[src/rtl/pong_engine.sv]
// Two-player Pong engine: ball, two paddles, scoring, serve delay, game over.
// Ports: Clock, Reset (sync, active-low), Tick strobe, Serve, paddle buttons,
//        xPos/yPos pixel in; drawBall/drawPadL/drawPadR (1-clk latency),
//        scoreL/scoreR, gameOver, state (debug) out.

module pong_engine #(
  parameter int H_ACTIVE    = 800,
  parameter int V_ACTIVE    = 600,
  parameter int BALL_SIZE   = 8,
  parameter int PAD_W       = 8,
  parameter int PAD_H       = 64,
  parameter int PAD_XL      = 16,
  parameter int PAD_XR      = 776,
  parameter int BALL_STEP   = 2,
  parameter int PAD_STEP    = 4,
  parameter int SERVE_TICKS = 60,
  parameter int WIN_SCORE   = 9,
  parameter int SCORE_W     = 4
) (
  input  logic               Clock,
  input  logic               Reset,
  input  logic               Tick,
  input  logic               Serve,
  input  logic               LeftUp,
  input  logic               LeftDown,
  input  logic               RightUp,
  input  logic               RightDown,
  input  logic [11:0]        xPos,
  input  logic [11:0]        yPos,
  output logic               drawBall,
  output logic               drawPadL,
  output logic               drawPadR,
  output logic [SCORE_W-1:0] scoreL,
  output logic [SCORE_W-1:0] scoreR,
  output logic               gameOver,
  output logic [2:0]         state
);

  typedef enum logic [2:0] {
    IDLE       = 3'd0,
    SERVE_WAIT = 3'd1,
    PLAY       = 3'd2,
    GAME_OVER  = 3'd3
  } state_t;

  localparam int CNT_W = $clog2(SERVE_TICKS + 1);

  localparam logic [11:0] BX0 =
    12'((H_ACTIVE - BALL_SIZE) / 2);
  localparam logic [11:0] BY0 =
    12'((V_ACTIVE - BALL_SIZE) / 2);
  localparam logic [11:0] PY0 =
    12'((V_ACTIVE - PAD_H) / 2);
  localparam logic [11:0] PY_MAX =
    12'(V_ACTIVE - PAD_H);
  localparam logic [11:0] BY_MAX =
    12'(V_ACTIVE - BALL_SIZE);
  localparam logic [11:0] H_MAX = 12'(H_ACTIVE);
  localparam logic [11:0] V_MAX = 12'(V_ACTIVE);
  localparam logic [11:0] BS    = 12'(BALL_SIZE);
  localparam logic [11:0] PW    = 12'(PAD_W);
  localparam logic [11:0] PH    = 12'(PAD_H);
  localparam logic [11:0] XL    = 12'(PAD_XL);
  localparam logic [11:0] XR    = 12'(PAD_XR);
  localparam logic [11:0] XL_IN = 12'(PAD_XL + PAD_W);
  localparam logic [11:0] XR_IN =
    12'(PAD_XR - BALL_SIZE);
  localparam logic [11:0] STEP  = 12'(BALL_STEP);
  localparam logic [11:0] PSTEP = 12'(PAD_STEP);

  localparam logic [CNT_W-1:0] CNT_LAST =
    CNT_W'(SERVE_TICKS - 1);
  localparam logic [SCORE_W-1:0] WIN =
    SCORE_W'(WIN_SCORE);

  state_t state_q, state_d;

  logic [11:0] ball_x, ball_x_d;
  logic [11:0] ball_y, ball_y_d;
  logic [11:0] pad_l, pad_l_d;
  logic [11:0] pad_r, pad_r_d;
  // dir_x: 1 = right; dir_y: 1 = down
  logic dir_x, dir_x_d;
  logic dir_y, dir_y_d;
  logic [SCORE_W-1:0] score_l, score_l_d;
  logic [SCORE_W-1:0] score_r, score_r_d;
  logic [SCORE_W-1:0] inc_l, inc_r;
  logic [CNT_W-1:0] cnt, cnt_d;

  logic ovl_l, ovl_r;
  logic hit_l, hit_r;
  logic miss_l, miss_r;
  logic in_ball, in_pad_l, in_pad_r;

  function automatic logic [11:0] pad_next(
    input logic [11:0] y,
    input logic        up,
    input logic        dn
  );
    logic [11:0] r;
    r = y;
    if (up && !dn)
      r = (y < PSTEP) ? 12'd0 : y - PSTEP;
    else if (dn && !up)
      r = (y + PSTEP > PY_MAX) ? PY_MAX : y + PSTEP;
    return r;
  endfunction

  // Subtractions are rewritten as additions so nothing underflows.
  assign ovl_l = (ball_y + BS > pad_l) &&
                 (ball_y < pad_l + PH);
  assign ovl_r = (ball_y + BS > pad_r) &&
                 (ball_y < pad_r + PH);

  assign hit_l = !dir_x &&
                 (ball_x >= XL_IN) &&
                 (ball_x < XL_IN + STEP) && ovl_l;
  assign hit_r = dir_x &&
                 (ball_x + BS <= XR) &&
                 (ball_x + BS + STEP > XR) && ovl_r;

  assign miss_l = !dir_x && (ball_x < STEP);
  assign miss_r = dir_x &&
                  (ball_x + BS + STEP > H_MAX);

  assign inc_l = score_l + 1'b1;
  assign inc_r = score_r + 1'b1;

  always_comb begin
    state_d   = state_q;
    ball_x_d  = ball_x;
    ball_y_d  = ball_y;
    pad_l_d   = pad_l;
    pad_r_d   = pad_r;
    dir_x_d   = dir_x;
    dir_y_d   = dir_y;
    score_l_d = score_l;
    score_r_d = score_r;
    cnt_d     = cnt;
    if (Tick) begin
      if (state_q != GAME_OVER) begin
        pad_l_d = pad_next(pad_l, LeftUp, LeftDown);
        pad_r_d = pad_next(pad_r, RightUp, RightDown);
      end
      case (state_q)
        IDLE: begin
          ball_x_d = BX0;
          ball_y_d = BY0;
          if (Serve) begin
            state_d = SERVE_WAIT;
            cnt_d   = '0;
          end
        end
        SERVE_WAIT: begin
          ball_x_d = BX0;
          ball_y_d = BY0;
          if (cnt == CNT_LAST)
            state_d = PLAY;
          else
            cnt_d = cnt + 1'b1;
        end
        PLAY: begin
          if (!dir_y && ball_y < STEP) begin
            ball_y_d = '0;
            dir_y_d  = 1'b1;
          end else if (dir_y &&
                       ball_y + BS + STEP > V_MAX) begin
            ball_y_d = BY_MAX;
            dir_y_d  = 1'b0;
          end else if (dir_y) begin
            ball_y_d = ball_y + STEP;
          end else begin
            ball_y_d = ball_y - STEP;
          end
          if (hit_l) begin
            ball_x_d = XL_IN;
            dir_x_d  = 1'b1;
          end else if (hit_r) begin
            ball_x_d = XR_IN;
            dir_x_d  = 1'b0;
          end else if (miss_l) begin
            score_r_d = inc_r;
            ball_x_d  = BX0;
            ball_y_d  = BY0;
            dir_x_d   = 1'b0;
            cnt_d     = '0;
            state_d   = (inc_r == WIN) ?
                        GAME_OVER : SERVE_WAIT;
          end else if (miss_r) begin
            score_l_d = inc_l;
            ball_x_d  = BX0;
            ball_y_d  = BY0;
            dir_x_d   = 1'b1;
            cnt_d     = '0;
            state_d   = (inc_l == WIN) ?
                        GAME_OVER : SERVE_WAIT;
          end else if (dir_x) begin
            ball_x_d = ball_x + STEP;
          end else begin
            ball_x_d = ball_x - STEP;
          end
        end
        GAME_OVER: begin
          ball_x_d = BX0;
          ball_y_d = BY0;
          if (Serve) begin
            score_l_d = '0;
            score_r_d = '0;
            pad_l_d   = PY0;
            pad_r_d   = PY0;
            dir_x_d   = 1'b1;
            cnt_d     = '0;
            state_d   = SERVE_WAIT;
          end
        end
        default: state_d = IDLE;
      endcase
    end
  end

  always_ff @(posedge Clock) begin
    if (!Reset) begin
      state_q <= IDLE;
      ball_x  <= BX0;
      ball_y  <= BY0;
      pad_l   <= PY0;
      pad_r   <= PY0;
      dir_x   <= 1'b1;
      dir_y   <= 1'b1;
      score_l <= '0;
      score_r <= '0;
      cnt     <= '0;
    end else begin
      state_q <= state_d;
      ball_x  <= ball_x_d;
      ball_y  <= ball_y_d;
      pad_l   <= pad_l_d;
      pad_r   <= pad_r_d;
      dir_x   <= dir_x_d;
      dir_y   <= dir_y_d;
      score_l <= score_l_d;
      score_r <= score_r_d;
      cnt     <= cnt_d;
    end
  end

  assign in_ball = (xPos >= ball_x) &&
                   (xPos < ball_x + BS) &&
                   (yPos >= ball_y) &&
                   (yPos < ball_y + BS);
  assign in_pad_l = (xPos >= XL) &&
                    (xPos < XL + PW) &&
                    (yPos >= pad_l) &&
                    (yPos < pad_l + PH);
  assign in_pad_r = (xPos >= XR) &&
                    (xPos < XR + PW) &&
                    (yPos >= pad_r) &&
                    (yPos < pad_r + PH);

  always_ff @(posedge Clock) begin
    if (!Reset) begin
      drawBall <= 1'b0;
      drawPadL <= 1'b0;
      drawPadR <= 1'b0;
    end else begin
      drawBall <= in_ball;
      drawPadL <= in_pad_l;
      drawPadR <= in_pad_r;
    end
  end

  assign scoreL   = score_l;
  assign scoreR   = score_r;
  assign state    = state_q;
  assign gameOver = (state_q == GAME_OVER);

endmodule
[config.mk]
export PLATFORM = sky130hd
export DESIGN_NAME = pong_engine
export DESIGN_NICKNAME = d
export VERILOG_FILES = /design/src/rtl/pong_engine.sv
export SDC_FILE = /design/constraint.sdc
export NUM_CORES = 1
export LEC_CHECK = 0
export BUFFER_PORTS_ARGS = -buffer_cell sky130_fd_sc_hd__buf_2
export CORE_AREA = 8 8 179 181
export DETAILED_ROUTE_END_ITERATION = 8
export DIE_AREA = 0 0 187 189
export HOLD_SLACK_MARGIN = 0.08
export PLACE_DENSITY_LB_ADDON = 0.2
export SLEW_MARGIN = 20
export SYNTH_ARGS = -nofsm -noshare
export SYNTH_HDL_FRONTEND = slang
export SYNTH_SLANG_ARGS = --single-unit
[constraint.sdc]
create_clock -name Clock -period 6.15 [get_ports Clock]
set_clock_uncertainty 0.2 [all_clocks]
set_input_delay 1.23 -clock Clock [delete_from_list [all_inputs] [get_ports Clock]]
set_output_delay 1.23 -clock Clock [all_outputs]
set_load 0.005 [all_outputs]
==> run_results.csv, run 1 <==
group,metric,value,unit
status,status,"completed",
global_routing,grt_pass1_wl,45.59,mm
sta,relSlewSlack,44.82,%
worst_hold_path,worstHoldPathType,"register to register",
global_routing,grt_start_max_net_pins,40,
floorplanning,start_util,29.40,%
synthesis,synth_area_per_cell,7.516,sq um
job,maxCapViolCount,0,
worst_setup_path,cp_slowest_cell,"dfxtp_1",
synthesis,ys_async_sr_fraction,0,%
detailed_routing,drt_iter0_drc,649,
placed_design,place_area,9079,sq um
floorplanning,die_x,187,microns
cells_and_area,fin_cells,1549,
sta,grt_setup_unrepaired,"false",
detailed_routing,wire_per_inst,18.36,microns
cts,clkLatencyLatePin,0.35,ns
cts,ctsHtreeMaxLevel,3,
worst_setup_path,cp_data_arrival_time,4.87,ns
cells_and_area,area_growth,9.168,%
detailed_routing,vias,8545,
worst_setup_path,endpoint_kind,"register",
sta,slew_viol_final,0,
worst_setup_path,worstPathCellList,"inv_1 > or3_1 > xnor2_1 > ha_1 > nand4_1 > nor3_1 > a2111oi_0 > o311ai_0 > a31oi_1 > o2111a_1 > nor3_1 > or3_4 > nor3b_1 > a21o_1",
cells_and_area,drive_gt1_share,8.456,%
detailed_routing,wl,28.44,mm
cells_and_area,diodes,0,
synthesis,synth-seq-cells,68,
placed_design,port_buffers,44,
worst_setup_path,path_common_cell,"nor3_1",
worst_setup_path,r2r-end,"ball_y[11]$_SDFFE_PN0P_",
floorplanning,die_h,189,microns
placed_design,place.detailed.hpwl,22.27,mm
cts,cts.sinks,68,
synthesis,yosysWarnings,0,
sta,finalHoldViolCount,0,
synthesis,ys.flop_type,"dfxtp_1",
detailed_routing,drc_errors,0,
floorplanning,core,29240,sq um
detailed_routing,ant_nets,0,
cts,root_buffer,"clkbuf_16",
sta,setup-tns-final,0,ns
sta,finalCritPeriodShare,77.61,%
cts,cts_hold_buf,0,
cells_and_area,n_fill_cell,3134,
cells_and_area,finalNetCount,1333,
cts,cts_tree,"yes",
worst_setup_path,critPathLaunch,"ball_y[8]$_SDFFE_PN1P_",
power,p_leak,3.783,nW
synthesis,synth_seq_area_share,15.83,%
sta,setup_viol,0,
global_routing,first_global_vias,8321,
global_routing,groute.usage.overall,15.97,%
synthesis,synth_edf_count,0,
detailed_routing,viasPerCell,5.516,
global_routing,antenna_found_initial,0,
cts,path_clk_slew,0.07,ns
worst_setup_path,cpPeakStageDelay,0.56,ns
worst_setup_path,cp-endpoint,"ball_y[11]$_SDFFE_PN0P_",
placed_design,place_inst,1533,
cts,postCtsResizedCells,0,
detailed_routing,first_pass_iters,5,
synthesis,synth_cell_types,85,
cts,clk_path_buf_depth,2,
sta,fin_crit,4.773,ns
worst_setup_path,rrSetupSlack,1.38,ns
worst_setup_path,critPathMaxFanout,8,
placed_design,gp_congestion,0.8607,
worst_setup_path,worstSetupStartpointType,"register",
synthesis,synth_cells,1144,
sta,worst_pin_slew,0.8218,ns
cts,cts_buffers,9,
synthesis,syn-cell-area,8598,sq um
power,ir_drop,108.4,uV
worst_setup_path,r2r_start,"ball_y[8]$_SDFFE_PN1P_",
worst_setup_path,crit_type,"register to register",
power,power.density,146.3,nW/um^2
worst_setup_path,cp.required,6.25,ns
synthesis,synthesis.nets,1323,
floorplanning,ios,47,
floorplanning,rows,63,
cells_and_area,post-route-cell-area,9387,sq um
floorplanning,dieArea,35340,sq um
sta,fmax,209.5,MHz
worst_setup_path,r2r_cells,14,
global_routing,overflow,0,
cts,cts_setup_buffers,0,
-- routing by layer --
layer	global-route usage [%]	part of all wire (%)
met5	0	0
met4	5.192	2.4
met3	1.913	3.5
met2	26.67	46
met1	21.11	48
-- metrics by stage --
stage               worst slack (ns)  util, %  total power, mW  hold slack, ns
floorplan                      2.238        -           0.7127          0.2389
global placement               1.450    31.04           0.8098          0.2689
detailed placement             1.453    31.04           0.8119          0.2793
CTS                            1.391    32.10            1.387          0.2887
global route                   1.097    32.10            1.452          0.3298
finish                         1.377    32.10            1.373          0.2830
-- cells in the final DEF (no fill, tap or decap), types with 8 or more instances in the layout --
cell type	Yosys	routed
nor4_1	13	13
ha_1	147	147
xnor2_1	25	25
and3_1	13	13
o211a_1	9	9
nand2b_1	19	19
a21o_1	14	14
buf_2	3	44
nor3b_1	10	10
nor2_1	77	77
dfxtp_1	68	68
nor2b_1	21	21
nor3_1	41	41
nand2_1	87	87
o221ai_1	8	8
o22ai_1	12	12
buf_4	5	8
a31oi_1	14	14
a21oi_1	71	71
nand4_1	25	25
or3_1	12	12
inv_1	81	81
clkbuf_16	0	9
o21ai_0	79	78
a211oi_1	12	12
o21a_1	20	20
o211ai_1	16	16
nand3_1	60	60
-- critical path: cells and delay by family, from the launching register on --
family                     cells  cell delay [ns]
DFF                            1             0.56
buffers and inverters          1             0.19
AOI/OAI and AO/OA              5             1.40
and+or+nand+nor                6             1.54
xor gates and xnor gates       1             0.46
adders and majority gates      1             0.37
-- final cells by class --
type / instances / area, sq um / area share (%)
inverters: 84 / 315.3 / 3.359
repair buffers: 52 / 280.3 / 2.986
clock inverters: 7 / 82.58 / 0.8798
clock buffers: 9 / 225.2 / 2.399
multi-input cells: 939 / 6634 / 70.67
well taps: 390 / 488.0 / 5.199
flip-flops and latches: 68 / 1361 / 14.50
-- registers in the layout (all words and copies together), names as in the netlist, 2 cells and up --
name and cells:
ball_y 12, pad_l 12, pad_r 12, ball_x 11, cnt 6, scoreL 4, scoreR 4, state 2
-- synthesized netlist by cell type, types with 6 or more instances --
library cell / n / area, sq um
a211oi_1: 12 / 90.09
a21boi_0: 6 / 45.04
a21o_1: 14 / 105.1
a21oi_1: 71 / 355.3
a31oi_1: 14 / 87.58
a32oi_1: 6 / 52.55
and3_1: 13 / 81.33
buf_6: 8 / 90.09
clkbuf_1: 35 / 131.4
dfxtp_1: 68 / 1361
ha_1: 147 / 1839
inv_1: 81 / 304.0
nand2_1: 87 / 326.6
nand2b_1: 19 / 118.9
nand3_1: 60 / 300.3
nand4_1: 25 / 156.4
nor2_1: 77 / 289.0
nor2b_1: 21 / 131.4
nor3_1: 41 / 205.2
nor3b_1: 10 / 75.07
nor4_1: 13 / 81.33
o211a_1: 9 / 90.09
o211ai_1: 16 / 120.1
o21a_1: 20 / 150.1
o21ai_0: 79 / 395.4
o221ai_1: 8 / 70.07
o22ai_1: 12 / 75.07
o31ai_1: 7 / 52.55
or3_1: 12 / 75.07
xnor2_1: 25 / 219.0
xor2_1: 7 / 61.31
-- power by group --
group          internal, mW  switching, mW  leakage, nW
sequential            0.452         0.0254        0.551
clock                 0.321          0.249        0.145
combinational         0.123          0.203         3.09
total                 0.895          0.477         3.78
-- worst min-delay path by stage --
stage,from,endpoint,depth (start not counted)
finish,cnt[1]$_SDFFE_PN0P_,cnt[1]$_SDFFE_PN0P_,2
global route,pad_r[0]$_SDFFE_PN0P_,pad_r[0]$_SDFFE_PN0P_,2
CTS,cnt[1]$_SDFFE_PN0P_,cnt[1]$_SDFFE_PN0P_,2
detailed placement,cnt[1]$_SDFFE_PN0P_,cnt[1]$_SDFFE_PN0P_,2
global placement,cnt[1]$_SDFFE_PN0P_,cnt[1]$_SDFFE_PN0P_,2
floorplan,pad_l[0]$_SDFFE_PN0P_,pad_l[0]$_SDFFE_PN0P_,2
-- logic make-up (layout without fill, tap and decap cells) --
group,after synthesis,after routing,share of synthesized area [%]
compound gates,337,337,26.27
xor+xnor,33,33,3.449
fa+ha+maj,147,147,21.39
buf+inv,137,152,7.014
flops,68,68,15.83
mux,6,6,0.7131
other cells,1,1,0.04361
simple gates,415,415,25.29
(Power assumes the default switching activity.)
==> inputs of run 2 (changes only) <==
==> constraint.sdc (replaced) <==
create_clock -name Clock -period 5 [get_ports Clock]
set_clock_uncertainty 0.2 [all_clocks]
set_input_delay 1 -clock Clock [delete_from_list [all_inputs] [get_ports Clock]]
set_output_delay 1 -clock Clock [all_outputs]
set_load 0.005 [all_outputs]
==> run 2 against run 1 <==
Clock-buffer cell count did not move. First-iteration DRC count shrank 0.31%. Via count up 1.2%. Largest cell class unchanged. Non-clock buffer count up 13. Largest power group unchanged.
==> run_results.csv, run 2 (synthesis gave the netlist of run 1 again) <==
group,metric,value,unit
status,status,"completed",
worst_setup_path,cp_slowest_cell,"dfxtp_1",
detailed_routing,drc_errors,0,
sta,setup-tns-final,0,ns
global_routing,antenna_found_initial,1,
sta,finalHoldViolCount,0,
worst_setup_path,worstSetupStartpointType,"register",
sta,relSlewSlack,44.64,%
cells_and_area,drive_gt1_share,9.471,%
power,ir_drop,110.5,uV
cts,postCtsResizedCells,0,
power,p_switching,0.5844,mW
worst_setup_path,cp_data_arrival_time,4.66,ns
global_routing,first_global_vias,8266,
cells_and_area,diodes,0,
cells_and_area,finalNetCount,1346,
floorplanning,ios,47,
placed_design,port_buffers,44,
floorplanning,dieArea,35340,sq um
worst_setup_path,critPathMaxFanout,8,
floorplanning,die_h,189,microns
global_routing,grt_pass1_wl,45.95,mm
sta,worst_pin_slew,0.8200,ns
job,maxCapViolCount,0,
cts,cts_hold_buf,0,
sta,fin_crit,4.566,ns
cells_and_area,n_fill_cell,3105,
cts,ctsHtreeMaxLevel,3,
floorplanning,die_x,187,microns
global_routing,groute.usage.overall,16.12,%
cells_and_area,multi_input_area,6634,sq um
detailed_routing,ant_nets,0,
sta,slew_viol_final,0,
floorplanning,core,29240,sq um
sta,finalCritPeriodShare,91.31,%
cells_and_area,seq_area,1361,sq um
worst_hold_path,worstHoldPathType,"register to register",
worst_setup_path,endpoint_kind,"register",
worst_setup_path,crit_family,"compound AO/OA/AOI/OAI gates",
floorplanning,rows,63,
cts,cts.sinks,68,
power,p_total,1.688,mW
detailed_routing,viasPerCell,5.535,
cells_and_area,final_common_cell,"ha_1",
detailed_routing,vias,8645,
global_routing,grt_start_max_net_pins,39,
floorplanning,start_util,29.40,%
power,p_int,1.103,mW
worst_setup_path,cp.required,5.10,ns
worst_setup_path,cp_num_buf_inv,1,
detailed_routing,drt_iter0_drc,647,
sta,setup_viol,0,
power,clockPowerShare,41.4,%
global_routing,overflow,0,
power,combPwrFrac,23.8,%
cells_and_area,area_growth,10.33,%
cts,clk_path_buf_depth,2,
worst_setup_path,cpPeakStageDelay,0.51,ns
power,p_leak,3.855,nW
power,pwr-share-seq,34.7,%
cts,path_clk_slew,0.07,ns
cts,cts_tree,"yes",
detailed_routing,wl,28.84,mm
cts,cts_setup_buffers,0,
worst_setup_path,path_common_cell,"nor3_1",
cts,clkLatencyLatePin,0.36,ns
placed_design,gp_congestion,0.8873,
power,netSwitchingFraction,34.63,%
placed_design,place.detailed.hpwl,22.71,mm
sta,hold_slack,0.2780,ns
detailed_routing,first_pass_iters,5,
worst_setup_path,crit_type,"register to register",
power,power.density,177.9,nW/um^2
sta,grt_setup_unrepaired,"false",
cells_and_area,top_regs,"ball_y x12, pad_l x12, pad_r x12",
sta,fmax,219.0,MHz
cells_and_area,layout_common_cells,"ha_1, nand2_1, inv_1",
detailed_routing,wire_per_inst,18.47,microns
worst_setup_path,worstPathCellList,"nand3_1 > nor3_1 > xnor2_1 > inv_1 > ha_1 > nand4_1 > nor3_1 > a2111oi_0 > o311ai_0 > a31oi_1 > o2111a_1 > nor3_1 > or3_4 > o21ai_0 > a21o_1",
cts,root_buffer,"clkbuf_16",
cts,cts_buffers,9,
-- run 2: changes by cell type in the layout (fill, tap and decap cells not counted) --
cell | previous run | this run
clkinv_4 | 1 | 4
clkinvlp_4 | 2 | 0
buf_4 | 8 | 21
inv_6 | 2 | 1
-- run 2: path summary, 6_finish.rpt --
kind	slack, ns	cells past startpoint	from	endpoint
max	0.43	15	ball_y[5]$_SDFFE_PN1P_	ball_y[7]$_SDFFE_PN0P_
min	0.28	2	cnt[1]$_SDFFE_PN0P_	cnt[1]$_SDFFE_PN0P_
max reg2reg	0.43	15	ball_y[5]$_SDFFE_PN1P_	ball_y[7]$_SDFFE_PN0P_
min reg2reg	0.28	2	cnt[1]$_SDFFE_PN0P_	cnt[1]$_SDFFE_PN0P_
-- run 2: power by group through the flow --
stage | clock, mW | combinational, mW | sequential [mW]
3_3_place_gp | 0 | 0.399 | 0.598
3_5_place_dp | 0 | 0.402 | 0.598
2_1_floorplan | 0 | 0.297 | 0.580
5_1_grt | 0.740 | 0.458 | 0.590
4_1_cts | 0.715 | 0.404 | 0.585
6_report | 0.699 | 0.402 | 0.586
-- run 2: worst register-to-register path, stage by stage, from the launching register on --
cell       delay [ns]
dfxtp_1          0.51
nand3_1          0.22
nor3_1           0.22
xnor2_1          0.29
inv_1            0.20
ha_1             0.34
nand4_1          0.13
nor3_1           0.09
a2111oi_0        0.39
o311ai_0         0.21
a31oi_1          0.26
o2111a_1         0.45
nor3_1           0.21
or3_4            0.48
o21ai_0          0.18
a21o_1           0.13
-- run 2: metrics by stage --
stage	instances	utilization [%]	setup slack (ns)	cell area [sq um]
6_report	1562	32.44	0.4344	9487
5_1_grt	1562	32.44	0.1429	9487
4_1_cts	1562	32.44	0.4938	9487
3_5_place_dp	1546	31.38	0.5538	9176
3_3_place_gp	1546	31.38	0.5361	9176
2_1_floorplan	1144	-	1.088	8598
-- run 2: routing by layer --
layer	part of all wire [%]	GRT usage [%]	vias up
met4	2.2	4.887	2
met5	0.035	0	-
met2	46	26.40	199
met3	3.4	2.152	42
met1	49	21.74	4082
li1	-	-	4320
-- run 2: final cells by class --
class	instances	area share, %
multi-input combinational	939	69.93
sequential	68	14.35
tap	390	5.144
timing repair buffer	65	3.983
inverter	84	3.324
clock buffer	9	2.374
clock inverter	7	0.8969
==> inputs of run 3 (changes only) <==
--- a/config.mk
+++ b/config.mk
@@ -10,7 +10,7 @@
 export DETAILED_ROUTE_END_ITERATION = 8
 export DIE_AREA = 0 0 187 189
 export HOLD_SLACK_MARGIN = 0.08
-export PLACE_DENSITY_LB_ADDON = 0.2
+export PLACE_DENSITY = 0.5
 export SLEW_MARGIN = 20
 export SYNTH_ARGS = -nofsm -noshare
 export SYNTH_HDL_FRONTEND = slang
==> run 3 against run 2 <==
Non-clock buffer count down 2. Die area unchanged. Power down 0.45%. Fmax up 2.1%.
==> run_results.csv, run 3 (synthesis gave the netlist of run 1 again) <==
group,metric,value,unit
cells_and_area,final_common_cell,"ha_1",
sta,fin_crit,4.470,ns
global_routing,groute.usage.overall,15.77,%
cts,cts_buffers,9,
cts,cts_tree,"yes",
worst_setup_path,r2r-end,"scoreL[1]$_SDFFE_PN0P_",
floorplanning,die_x,187,microns
floorplanning,ios,47,
cells_and_area,post-route-cell-area,9470,sq um
sta,worst_pin_slew,0.7734,ns
detailed_routing,viasPerCell,5.444,
cts,postCtsResizedCells,0,
placed_design,gp_congestion,0.8738,
sta,relSlewSlack,47.79,%
power,netSwitchingFraction,34.29,%
worst_setup_path,rrSetupSlack,0.53,ns
floorplanning,start_util,29.40,%
power,ir_drop,177.3,uV
worst_setup_path,worstSetupStartpointType,"register",
global_routing,grt_pass1_wl,44.88,mm
placed_design,place.detailed.hpwl,22.36,mm
detailed_routing,drt_iter0_drc,567,
sta,worst_slack,0.5298,ns
detailed_routing,vias,8492,
detailed_routing,wire_per_inst,18.00,microns
worst_setup_path,cp.required,5.08,ns
detailed_routing,first_pass_iters,5,
cts,cts.sinks,68,
detailed_routing,ant_nets,0,
cells_and_area,top_regs,"ball_y x12, pad_l x12, pad_r x12",
power,p_leak,3.843,nW
cells_and_area,layout_common_cells,"ha_1, nand2_1, inv_1",
worst_setup_path,critPathLaunch,"ball_y[7]$_SDFFE_PN0P_",
global_routing,grt_start_max_net_pins,39,
cts,root_buffer,"clkbuf_16",
floorplanning,rows,63,
cells_and_area,drive_gt1_share,9.316,%
sta,finalCritPeriodShare,89.40,%
sta,grt_setup_unrepaired,"false",
worst_setup_path,path_common_cell,"nor3_1",
worst_hold_path,worstHoldPathType,"register to register",
worst_setup_path,cp-endpoint,"scoreL[1]$_SDFFE_PN0P_",
floorplanning,dieArea,35340,sq um
placed_design,place_area,9161,sq um
sta,fmax,223.7,MHz
sta,setup-tns-final,0,ns
status,status,"completed",
placed_design,port_buffers,44,
worst_setup_path,r2r_cells,16,
worst_setup_path,r2r_start,"ball_y[7]$_SDFFE_PN0P_",
cts,cts_setup_buffers,0,
cts,cts_hold_buf,0,
sta,setup_viol,0,
global_routing,first_global_vias,8170,
worst_setup_path,cpPeakStageDelay,0.51,ns
power,p_switching,0.5762,mW
placed_design,place_inst,1544,
global_routing,antenna_found_initial,1,
power,power.density,177.4,nW/um^2
cts,ctsHtreeMaxLevel,3,
cells_and_area,fin_cells,1560,
worst_setup_path,cp_data_arrival_time,4.55,ns
cells_and_area,area_growth,10.14,%
detailed_routing,drc_errors,0,
power,p_int,1.104,mW
floorplanning,die_h,189,microns
cells_and_area,finalNetCount,1344,
cts,path_clk_slew,0.07,ns
sta,finalHoldViolCount,0,
power,pwr-share-seq,34.8,%
power,p_total,1.680,mW
worst_setup_path,endpoint_kind,"register",
sta,slew_viol_final,0,
cells_and_area,diodes,0,
worst_setup_path,worstPathCellList,"and3_1 > nand3_1 > nor3_1 > xnor2_1 > inv_1 > ha_1 > nand4_1 > nor3_1 > a2111oi_0 > o311ai_0 > a31oi_1 > o2111a_1 > buf_4 > nor2_1 > a41oi_1 > mux2i_1",
power,combPwrFrac,23.9,%
cts,clkLatencyLatePin,0.35,ns
worst_setup_path,crit_cells,16,
worst_setup_path,cp_slowest_cell,"dfxtp_1",
worst_setup_path,crit_family,"compound AO/OA/AOI/OAI gates",
worst_setup_path,cp_num_buf_inv,2,
placed_design,pre_cts_ws,0.5877,ns
detailed_routing,wl,28.07,mm
worst_setup_path,crit_type,"register to register",
worst_setup_path,critPathMaxFanout,7,
cts,clk_path_buf_depth,2,
job,maxCapViolCount,0,
power,clockPowerShare,41.2,%
floorplanning,core,29240,sq um
global_routing,overflow,0,
run 3: cell types whose count changed in the layout (fill, tap and decap cells not counted), sizes merged:
cell	before	now
clkinvlp	0	1
clkinv	4	2
buf	65	63
inv	86	87
run 3: routing by layer:
metal / part of all wire [%] / routed length (microns) / vias to the layer above / GRT usage (%)
met5: 0.036 / 10 / - / 0
met4: 2.8 / 783 / 2 / 6.048
met3: 3.7 / 1047 / 40 / 2.189
met2: 46 / 12900 / 182 / 26.14
met1: 47 / 13330 / 3974 / 20.49
li1: - / - / 4294 / -
run 3: final cells by class:
cell class	count	area (sq um)
timing repair buffer	63	362.8
clock inverter	7	83.83
inverter	84	315.3
multi-input combinational	939	6634
fill	3139	19770
tap	390	488.0
sequential	68	1361
clock buffer	9	225.2
run 3: worst min-delay path by stage:
stage / cells past startpoint / to / from
2_1_floorplan: 2 / pad_l[0]$_SDFFE_PN0P_ / pad_l[0]$_SDFFE_PN0P_
3_3_place_gp: 2 / cnt[1]$_SDFFE_PN0P_ / cnt[1]$_SDFFE_PN0P_
3_5_place_dp: 2 / cnt[1]$_SDFFE_PN0P_ / cnt[1]$_SDFFE_PN0P_
4_1_cts: 2 / cnt[1]$_SDFFE_PN0P_ / cnt[1]$_SDFFE_PN0P_
5_1_grt: 2 / cnt[1]$_SDFFE_PN0P_ / cnt[1]$_SDFFE_PN0P_
6_report: 2 / cnt[1]$_SDFFE_PN0P_ / cnt[1]$_SDFFE_PN0P_
run 3: worst reg2reg max path: cells and delay by family, from the launching register on:
family	cells	cell delay, ns
AO/OA/AOI/OAI	5	1.60
AND/OR/NAND/NOR	6	0.86
flip-flops	1	0.51
buffers and inverters	2	0.37
adder cells (fa/ha/maj)	1	0.34
XOR/XNOR	1	0.30
multiplexers	1	0.22
run 3: through the flow:
step	hold WS [ns]	util [%]
5_1_grt	0.3243	32.38
6_report	0.2871	32.38
3_3_place_gp	0.2684	31.33
4_1_cts	0.2924	32.38
3_5_place_dp	0.2826	31.33
2_1_floorplan	0.2389	-
run 3: power by group through the flow:
stage	Combinational (mW)	Clock [mW]	Sequential, mW
floorplan	0.297	0	0.580
global placement	0.398	0	0.597
detailed placement	0.401	0	0.597
CTS	0.404	0.717	0.585
global route	0.456	0.742	0.589
finish	0.402	0.693	0.586
